==> config.mk <==
export PLATFORM = sky130hd
export DESIGN_NAME = invaes_round_ctrl_flat
export DESIGN_NICKNAME = d
export VERILOG_FILES = /design/src/rtl/invaes_pkg.sv /design/src/rtl/invaes_round_ctrl_if.sv /design/src/rtl/invaes_sync_edge.sv /design/src/rtl/invaes_round_ctrl.sv /design/src/flat_wrapper.sv
export SDC_FILE = /design/constraint.sdc
export NUM_CORES = 1
export LEC_CHECK = 0
export ABC_AREA = 1
export CELL_PAD_IN_SITES_DETAIL_PLACEMENT = 1
export CELL_PAD_IN_SITES_GLOBAL_PLACEMENT = 1
export CORE_MARGIN = 4
export CORE_UTILIZATION = 35
export CTS_BUF_LIST = sky130_fd_sc_hd__clkbuf_16
export DETAILED_ROUTE_END_ITERATION = 10
export HOLD_SLACK_MARGIN = 0.15
export MAX_ROUTING_LAYER = met4
export PLACE_DENSITY = 0.81
export SLEW_MARGIN = 20
export SYNTH_ARGS = -nofsm -noshare
export SYNTH_HDL_FRONTEND = slang
export SYNTH_SLANG_ARGS = --single-unit
==> constraint.sdc <==
create_clock -name clk -period 1.4 [get_ports clk]
set_input_delay 0.28 -clock clk [delete_from_list [all_inputs] [get_ports clk]]
set_output_delay 0.28 -clock clk [all_outputs]
set_load 0.02 [all_outputs]
==> src/rtl/invaes_pkg.sv <==
// Shared types and key-size helpers for the inverse-AES round sequencer.
package invaes_pkg;

  typedef enum logic [2:0] {
    IDLE,
    INIT,
    KEYEXP,
    ROUND0,
    ROUNDS,
    FINAL,
    DONE
  } rc_state_t;

  function automatic int nk(input int k);
    return k / 32;
  endfunction

  function automatic int nr(input int k);
    return nk(k) + 6;
  endfunction

  function automatic int nw(input int k);
    return 4 * (nr(k) + 1);
  endfunction

endpackage

==> src/rtl/invaes_round_ctrl_if.sv <==
// Control bundle from the round sequencer to the key-expansion unit and round datapath.
interface invaes_round_ctrl_if;
  logic       kx_init;
  logic       kx_en;
  logic [5:0] kx_idx;
  logic       rnd_en;
  logic [3:0] rnd_idx;
  logic       rnd_first;
  logic       rnd_last;
  logic       done;

  modport master (
    output kx_init, kx_en, kx_idx, rnd_en, rnd_idx, rnd_first, rnd_last, done
  );

  modport slave (
    input kx_init, kx_en, kx_idx, rnd_en, rnd_idx, rnd_first, rnd_last, done
  );
endinterface

==> src/rtl/invaes_sync_edge.sv <==
// Two-flop synchroniser for the asynchronous load pin, with registered rise/fall pulses.
module invaes_sync_edge (
  input  logic clk,
  input  logic reset,
  input  logic din,
  output logic rise,
  output logic fall
);

  logic meta, sync, sync_d;

  always_ff @(posedge clk or negedge reset) begin
    if (!reset) begin
      meta   <= 1'b0;
      sync   <= 1'b0;
      sync_d <= 1'b0;
    end else begin
      meta   <= din;
      sync   <= meta;
      sync_d <= sync;
    end
  end

  assign rise = sync & ~sync_d;
  assign fall = ~sync & sync_d;

endmodule

==> src/rtl/invaes_round_ctrl.sv <==
// Inverse-AES sequencer: one key-expansion pass then NR+1 rounds per load falling edge.
// Optional INVAES_KEYCACHE_EN skips key expansion when the key is unchanged.
module invaes_round_ctrl
  import invaes_pkg::*;
#(
  parameter int K = 128
) (
  input  logic clk,
  input  logic reset,
  input  logic load,
`ifdef INVAES_KEYCACHE_EN
  input  logic key_same,
`endif
  invaes_round_ctrl_if.master bus
);

  localparam int NK = nk(K);
  localparam int NR = nr(K);
  localparam int NW = nw(K);

  if (!(K == 128 || K == 192 || K == 256)) begin : g_bad_k
    $error("invaes_round_ctrl: K must be 128, 192 or 256");
  end

  logic       start, abort, cache_hit;
  rc_state_t  state;
  logic       kx_init_q, kx_en_q, rnd_en_q, rnd_first_q, rnd_last_q, done_q;
  logic [5:0] kx_idx_q;
  logic [3:0] rnd_idx_q;

  invaes_sync_edge u_sync (
    .clk   (clk),
    .reset (reset),
    .din   (load),
    .rise  (abort),
    .fall  (start)
  );

`ifdef INVAES_KEYCACHE_EN
  logic cache_vld;

  // A normal return from DONE keeps the cached schedule; any other abort discards it.
  always_ff @(posedge clk or negedge reset) begin
    if (!reset) begin
      cache_vld <= 1'b0;
    end else if (abort && state != IDLE && state != DONE) begin
      cache_vld <= 1'b0;
    end else if (state == KEYEXP && kx_idx_q == 6'(NW - 1)) begin
      cache_vld <= 1'b1;
    end
  end

  assign cache_hit = key_same & cache_vld;
`else
  assign cache_hit = 1'b0;
`endif

  always_ff @(posedge clk or negedge reset) begin
    if (!reset) begin
      state       <= IDLE;
      kx_init_q   <= 1'b0;
      kx_en_q     <= 1'b0;
      kx_idx_q    <= '0;
      rnd_en_q    <= 1'b0;
      rnd_idx_q   <= '0;
      rnd_first_q <= 1'b0;
      rnd_last_q  <= 1'b0;
      done_q      <= 1'b0;
    end else begin
      kx_init_q   <= 1'b0;
      kx_en_q     <= 1'b0;
      kx_idx_q    <= '0;
      rnd_en_q    <= 1'b0;
      rnd_idx_q   <= '0;
      rnd_first_q <= 1'b0;
      rnd_last_q  <= 1'b0;
      done_q      <= 1'b0;
      if (abort && state != IDLE) begin
        state <= IDLE;
      end else begin
        case (state)
          IDLE: begin
            if (start && cache_hit) begin
              state       <= ROUND0;
              rnd_en_q    <= 1'b1;
              rnd_first_q <= 1'b1;
              rnd_idx_q   <= 4'(NR);
            end else if (start) begin
              state     <= INIT;
              kx_init_q <= 1'b1;
            end
          end
          INIT: begin
            state    <= KEYEXP;
            kx_en_q  <= 1'b1;
            kx_idx_q <= 6'(NK);
          end
          KEYEXP: begin
            if (kx_idx_q == 6'(NW - 1)) begin
              state       <= ROUND0;
              rnd_en_q    <= 1'b1;
              rnd_first_q <= 1'b1;
              rnd_idx_q   <= 4'(NR);
            end else begin
              kx_en_q  <= 1'b1;
              kx_idx_q <= kx_idx_q + 6'd1;
            end
          end
          ROUND0: begin
            state     <= ROUNDS;
            rnd_en_q  <= 1'b1;
            rnd_idx_q <= 4'(NR - 1);
          end
          ROUNDS: begin
            rnd_en_q <= 1'b1;
            if (rnd_idx_q == 4'd1) begin
              state      <= FINAL;
              rnd_last_q <= 1'b1;
              rnd_idx_q  <= 4'd0;
            end else begin
              rnd_idx_q <= rnd_idx_q - 4'd1;
            end
          end
          FINAL: begin
            state  <= DONE;
            done_q <= 1'b1;
          end
          DONE: begin
            done_q <= 1'b1;
          end
          default: state <= IDLE;
        endcase
      end
    end
  end

  assign bus.kx_init   = kx_init_q;
  assign bus.kx_en     = kx_en_q;
  assign bus.kx_idx    = kx_idx_q;
  assign bus.rnd_en    = rnd_en_q;
  assign bus.rnd_idx   = rnd_idx_q;
  assign bus.rnd_first = rnd_first_q;
  assign bus.rnd_last  = rnd_last_q;
  assign bus.done      = done_q;

endmodule

==> src/flat_wrapper.sv <==
// flat-port wrapper written by rule: the top's interface ports become plain ports
module invaes_round_ctrl_flat import invaes_pkg::*;
#(
  parameter int K = 128
)
  (clk, reset, load, bus_kx_init, bus_kx_en, bus_kx_idx, bus_rnd_en, bus_rnd_idx, bus_rnd_first, bus_rnd_last, bus_done);
  invaes_round_ctrl_if bus_i ();
  input  logic clk;
  input  logic reset;
  input  logic load;
  output wire logic [$bits(bus_i.kx_init)-1:0] bus_kx_init;
  output wire logic [$bits(bus_i.kx_en)-1:0] bus_kx_en;
  output wire logic [$bits(bus_i.kx_idx)-1:0] bus_kx_idx;
  output wire logic [$bits(bus_i.rnd_en)-1:0] bus_rnd_en;
  output wire logic [$bits(bus_i.rnd_idx)-1:0] bus_rnd_idx;
  output wire logic [$bits(bus_i.rnd_first)-1:0] bus_rnd_first;
  output wire logic [$bits(bus_i.rnd_last)-1:0] bus_rnd_last;
  output wire logic [$bits(bus_i.done)-1:0] bus_done;
  assign bus_kx_init = bus_i.kx_init;
  assign bus_kx_en = bus_i.kx_en;
  assign bus_kx_idx = bus_i.kx_idx;
  assign bus_rnd_en = bus_i.rnd_en;
  assign bus_rnd_idx = bus_i.rnd_idx;
  assign bus_rnd_first = bus_i.rnd_first;
  assign bus_rnd_last = bus_i.rnd_last;
  assign bus_done = bus_i.done;
  invaes_round_ctrl #(.K(K)) u_core (.clk(clk), .reset(reset), .load(load), .bus(bus_i));
endmodule
=== Word level (Yosys, flattened, before mapping) ===
Cells that the tools add are included.

* Register bits after elaboration: 22
* Output and inout bits: 16

* Reductions and logical operators: 6
* $add $sub $neg: 2
* Bitwise logic cells: 4
* Equal/unequal tests: 12
* Muxes and demuxes: 28

{| class="wikitable"
|+ Operators by type and width
! cell !! count
|-
| $pmux 3 s7 || 1
|-
| $mux 1 || 14
|-
| $mux 3 || 4
|-
| $mux 4 || 3
|-
| $mux 6 || 2
|-
| $pmux 4 s3 || 1
|-
| $pmux 6 s2 || 1
|-
| $eq 3x3->1 const B || 3
|-
| $ne 3x1->1 const B || 3
|-
| $add 6x1->6 const B || 1
|-
| $eq 3x2->1 const B || 2
|-
| $eq 6x6->1 const B || 1
|-
| $eq 4x1->1 const B || 1
|-
| $pmux 1 s2 || 2
|-
| $reduce_and 4->1 || 1
|-
| $reduce_or 2->1 || 2
|-
| $sub 4x1->4 const B || 1
|-
| $eq 3x1->1 const B || 1
|-
| $logic_not 3->1 || 1
|-
| $reduce_bool 3->1 || 1
|-
| $and 1x1->1 || 2
|-
| $ne 2x1->1 const B || 1
|-
| $not 1->1 || 2
|-
| $logic_and 1x1->1 || 1
|}

=== Depth between registers and ports, before layout ===
* Word-level depth: 5
* Mapped depth: 8

=== Modules after synthesis ===
A second synthesis with hierarchy kept.

* Cells, all modules: 115
* Area, all modules: 1,016.0 um^2

{| class="wikitable"
|+ By module, submodules not included
! module !! instances !! area each (um^2) !! cells an instance
|-
| invaes_round_ctrl || 1 || 925.9 || 108
|-
| invaes_sync_edge || 1 || 90.1 || 7
|}

=== Least setup slack after synthesis ===
OpenSTA, ideal clock, no wires.

* Path type: reg-to-reg
* From: register u_core.kx_idx_q[0], in the netlist u_core.bus.kx_idx[0]
* To: register u_core.state[1]
* Arrival time: 1.192 ns
* Clock period less this slack: 1.310 ns
* Cell stages (with the launch flop): 7
* Path buffers: 0
* Setup time: 0.118 ns
* Path slack: 0.090 ns
* Cell sequence: dfrtp_1 > ha_1 > nand3_1 > nand2_4 > nand3_2 > nand2_1 > nand2_1

* Longest elaborated chain between the ends: 3

{| class="wikitable"
|+ Ends and longest elaborated chain
! element !! RTL line !! RTL
|-
| start, declared || invaes_round_ctrl.sv:28 || <nowiki>logic [5:0] kx_idx_q;</nowiki>
|-
| start signal, assigned || invaes_round_ctrl.sv:96 || <nowiki>kx_idx_q <= 6'(NK);</nowiki>
|-
| start signal, assigned || invaes_round_ctrl.sv:106 || <nowiki>kx_idx_q <= kx_idx_q + 6'd1;</nowiki>
|-
| $eq 6x6->1 || invaes_round_ctrl.sv:99 || <nowiki>if (kx_idx_q == 6'(NW - 1)) begin</nowiki>
|-
| $ne 3x1->1 (no source line) || - ||
|-
| $reduce_and 4->1 (no source line) || - ||
|-
| end signal, assigned || invaes_round_ctrl.sv:94 || <nowiki>state <= KEYEXP;</nowiki>
|-
| end signal, assigned || invaes_round_ctrl.sv:100 || <nowiki>state <= ROUND0;</nowiki>
|-
| end signal, assigned || invaes_round_ctrl.sv:110 || <nowiki>state <= ROUNDS;</nowiki>
|-
| end, declared || invaes_round_ctrl.sv:26 || <nowiki>rc_state_t state;</nowiki>
|}

Every way passes these cells.
A chain may end at the register's enable or synchronous reset.

=== Final worst setup path ===
* From: register u_core.state[0]
* To: register u_core.rnd_first_q, in the netlist u_core.bus.rnd_first

* Longest elaborated chain between the ends: 3

{| class="wikitable"
|+ Ends and longest elaborated chain
! element !! RTL line !! RTL
|-
| start signal, assigned || invaes_round_ctrl.sv:60 || <nowiki>state <= IDLE;</nowiki>
|-
| start signal, assigned || invaes_round_ctrl.sv:79 || <nowiki>state <= IDLE;</nowiki>
|-
| start signal, assigned || invaes_round_ctrl.sv:84 || <nowiki>state <= ROUND0;</nowiki>
|-
| $eq 3x2->1 or $reduce_bool 3->1 (tied branches) || invaes_round_ctrl.sv:81, invaes_round_ctrl.sv:78 ||
|-
| $mux 1 or $logic_and 1x1->1 (tied branches) || - ||
|-
| $mux 1 * || invaes_round_ctrl.sv:78 || <nowiki>if (abort && state != IDLE) begin</nowiki>
|-
| end signal, assigned || invaes_round_ctrl.sv:75 || <nowiki>rnd_first_q <= 1'b0;</nowiki>
|-
| end signal, assigned || invaes_round_ctrl.sv:86 || <nowiki>rnd_first_q <= 1'b1;</nowiki>
|-
| end signal, assigned || invaes_round_ctrl.sv:102 || <nowiki>rnd_first_q <= 1'b1;</nowiki>
|-
| end, declared || invaes_round_ctrl.sv:27 || <nowiki>logic kx_init_q, kx_en_q, rnd_en_q, rnd_first_q, rnd_last_q, done_q;</nowiki>
|}

Every way passes the cells marked *; elsewhere a longest branch is shown, timed or not.

==> impl.org <==
** CTS
- Counting the buffers created by CTS gives 3.
- TritonCTS built the clock tree.
- In this run the number of H-tree levels came out at 1.
- Clk buf depth :: 2
- Count of clock tree sinks :: 22
- At the later pin of the worst-skew pair, clock insertion delay measures 260 ps.
- In this run the clock root is driven by a clkbuf_16.
- Clock-pin slew was measured on the worst setup and hold paths at roughly 60 ps.
- Number of hold buffers added after cts :: 0

** Drt
- Remaining DRCs :: 0
- First-pass iteration count of the detailed router :: 4
- Across all layers, the routed design uses approximately 880 vias.
- Total wire length after detailed routing :: around 2600 um
- Routed wire per std cell :: around 15 um
- The detail route stage leaves a number of antenna-violating nets equal to 0.
- For this block, the initial DRC count from the detailed router was 8.
- Ratio of routed vias to standard cells :: ~5.1

** Power and ir drop
- Net switching is roughly 41% of the power.
- Combinational logic burns 44.1% of the power.
- For this design the ratio of total power to cell area is slightly below 2000 mW/mm^2.
- VDD sags by at most just under 0.001 V.
- Share of total power in the clock network :: a little over a fifth
- The analysis attributes to net switching a power of approximately 1100 uW.
- Total internal power :: 1620 uW
- In this run the static leakage power is about 0.00074 uW.
- Sequential share of power :: between 30% and 40%

** Finish
- Fraction of layout instances using a drive strength above 1 :: a little over a fifth
- The register with the most flip-flops in the layout has 6 of them.
- In the final design database the tool counted roughly 150 nets.
- Leaving out fill and tap cells, the most frequent cells in the layout are dfrtp_1 (22), nand2_1 (16), nor2_1 (16), dlygate4sd2_1 (16), inv_1 (9).
- Utilization after layout :: approximately half
- From synthesis to final layout, the design area changed by 29.6%.
- The library cell used most frequently in the layout, excluding fill and tap cells, is dfrtp_1.
- Once layout is complete, the cells apart from fillers number ~170.
- 0 antenna diodes ended up in the layout.

** Critical path
- Slowest-stage cell, CP :: dfrtp_1
- Critical path data required time :: about 1600 ps
- The endpoint identified for the worst register-to-register timing path is u_core.bus.rnd_first$_DFF_PN0_.
- The worst register-to-register path has a depth of 5.
- Of all nets on the critical path, the largest fanout is 6.
- Worst setup EP type :: flip-flop
- Critical path's largest stage delay :: approximately 460 ps
- Crit Path Class :: reg -> reg
- Setup slack on the worst reg-to-reg path comes out at 70 ps.
- Critical Path Start Type :: flip-flop
- Count of buffering cells on the critical path with inverters included :: 1
- Critical register-to-register path startpoint :: u_core.state[0]$_DFFE_PN0P_
- Critical path depth in cells :: 5
- Among cell families on the critical path, the largest total delay comes from simple AND/OR/NAND/NOR gates.
- The critical path goes through nor2_2 > nand2_1 > nand2_2 > inv_2 > nor3_1.
- Critical Path AT :: roughly 1500 ps

** STA
- Timing would allow up to between 700 and 800 MHz.
- For the pin with the worst max-slew slack, the measured transition is roughly 280 ps.
- Setup repair after global routing left no endpoint under its margin.
- On the final layout, the worst clock skew is between 2 and 2.5 ps.
- Slew HR :: between 80% and 90%
- Setup slack closes at 70.3 ps.
- Dividing the final minimum period by the clock period gives 95.0%.
- Post-route minimum period :: around 1300 ps
- For the final routed database, the setup TNS stands at 0 ps.
- The max-slew violation total from the final report was 0.
- Hold is met by around 370 ps.
- Hold violation count in the final report :: 0
- Setup violations remaining at the end of the flow were counted as 0.

** Logic synthesis
- Seq cells post-synth :: 22
- In this run the cell area of the synthesized design comes to about 0.0011 mm^2.
- In the synthesized netlist, the number of instances is 115.
- The share of synthesized area in the top cell type comes to 51.3%.
- During synthesis, Yosys emitted a total of 0 warnings.
- Portion of the post-synthesis area used by sequential elements :: approximately half
- Cell variety after synth :: 30
- Synthesized area per cell :: around 9.3 um^2
- By area the synthesized netlist is led by dfrtp_1 (51%), nor2_1 (5.9%), nand2_1 (5.6%), ha_1 (3.5%), inv_1 (3.1%).
- The number of nets in the synthesized netlist is around 120.
- Area leader, netlist :: dfrtp_1

** Floorplan
- Core Footprint :: approximately 0.0029 mm^2
- Die Span X :: approximately 63 um
- Die Height :: between 60 and 70 um
- Area of the die :: 0.00402 mm^2
- Once the floorplan was initialized, standard cells occupied between 30% and 40% of the core.
- In this run the count of I/O pins placed on the die edge is 19.
- The floorplan has 19 rows.

** GRT
- In the global route stage, overall resource usage came out at 13.6%.
- Pin count of the biggest net entering global routing :: 23
- The via count of the first global-routing pass was 858.
- The first global-routing pass estimated 4190 um of wire.
- Final global-route overflow total :: 0
- The number of antenna violations at the first check in global routing was 0.

** Place
- Port bufs :: 18
- After detailed placement, the design holds a cell count of approximately 170.
- Dpl hpwl :: about 1900 um
- RePlAce Congestion :: approximately 0.74
- Before CTS, the worst setup slack after placement is 82.1 ps.

** Outcome
- Result of the run :: completed

** Job
- Number of maximum-capacitance violations :: 0

** Worst hold path
- The worst hold path belongs to the class in -> async.
power groups by stage:
stage | Combinational [uW] | Clock (uW) | Sequential [uW]
after global routing | 1340 | 646 | 958
final | 1210 | 604 | 932
after floorplan | 713 | 0 | 1060
after global placement | 1200 | 0 | 932
after detailed placement | 1270 | 0 | 946
after CTS | 1200 | 609 | 933
per-layer routing:
| layer | vias up | wire length [um] | GRT usage (%) |
|---|---|---|---|
| li1 | 433 | - | - |
| met1 | 434 | 1200 | 16.9 |
| met2 | 13 | 1270 | 22.0 |
| met3 | 4 | 85 | 3.20 |
| met4 | 0 | 21 | 3.77 |
| met5 | - | 0 | - |
through the flow:
step | area, um^2 | total power, uW
finish | 1390 | 2750
global route | 1390 | 2940
CTS | 1360 | 2740
detailed placement | 1300 | 2210
global placement | 1300 | 2130
floorplan | 1070 | 1770
logic make-up (layout without fill, tap and decap cells):
group | count (synthesis) | in the layout | share of synthesized area [%]
compound gates | 11 | 11 | 6.99
xor+xnor | 3 | 3 | 2.45
fa+ha+maj | 3 | 3 | 3.50
flops | 22 | 22 | 51.3
simple gates | 59 | 60 | 28.9
buf+inv | 17 | 43 | 6.88
area by class of cell:
class                           instances  area [um^2]
Fill cell                             343         1460
Timing Repair Buffer                   23          198
Tap cell                               31         38.8
Inverter                               16         62.6
Clock inverter                          1         3.75
Multi-Input combinational cell         77          463
Clock buffer                            3         75.1
Sequential cell                        22          551
how the worst max path moves through the flow:
| stage | startpoint | endpoint |
|---|---|---|
| after floorplan | u_core.bus.kx_idx[0]$_DFF_PN0_ | u_core.state[1]$_DFFE_PN0P_ |
| after global placement | u_core.bus.kx_idx[2]$_DFF_PN0_ | bus_kx_idx[2] |
| after detailed placement | u_core.bus.kx_idx[2]$_DFF_PN0_ | bus_kx_idx[2] |
| after CTS | u_core.bus.kx_idx[2]$_DFF_PN0_ | bus_kx_idx[2] |
| after global routing | u_core.state[0]$_DFFE_PN0P_ | u_core.bus.rnd_first$_DFF_PN0_ |
| final | u_core.state[0]$_DFFE_PN0P_ | u_core.bus.rnd_first$_DFF_PN0_ |
repair_timing:
| item | in CTS | in global routing |
|---|---|---|
| gates resized for setup | 16 | 2 |
| buffers inserted | 0 | 2 |
| gates cloned | 0 | 1 |
| endpoints found under the setup margin | 16 | 2 |
| pin swaps | 0 | 1 |
cell usage after synthesis:
cell and number:
o21ai_0 1, xor2_1 1, o211a_1 1, inv_4 1
o31ai_1 1, o22ai_1 1, o21bai_1 1, a21oi_2 1
a21oi_1 2, nand4_1 3, xnor2_1 2, o21ai_1 1
nand3_2 3, nand2_2 3, nor2_2 1, nor2_1 17
nor3_2 1, ha_1 3, nor2_4 2, buf_6 1
inv_2 6, o211ai_1 2, nand3_1 6, nor3b_2 1
dfrtp_1 22, nand2_4 1, and3_1 1, nand2_1 16
inv_1 9, nor3_1 4
(Power assumes the default switching activity.)
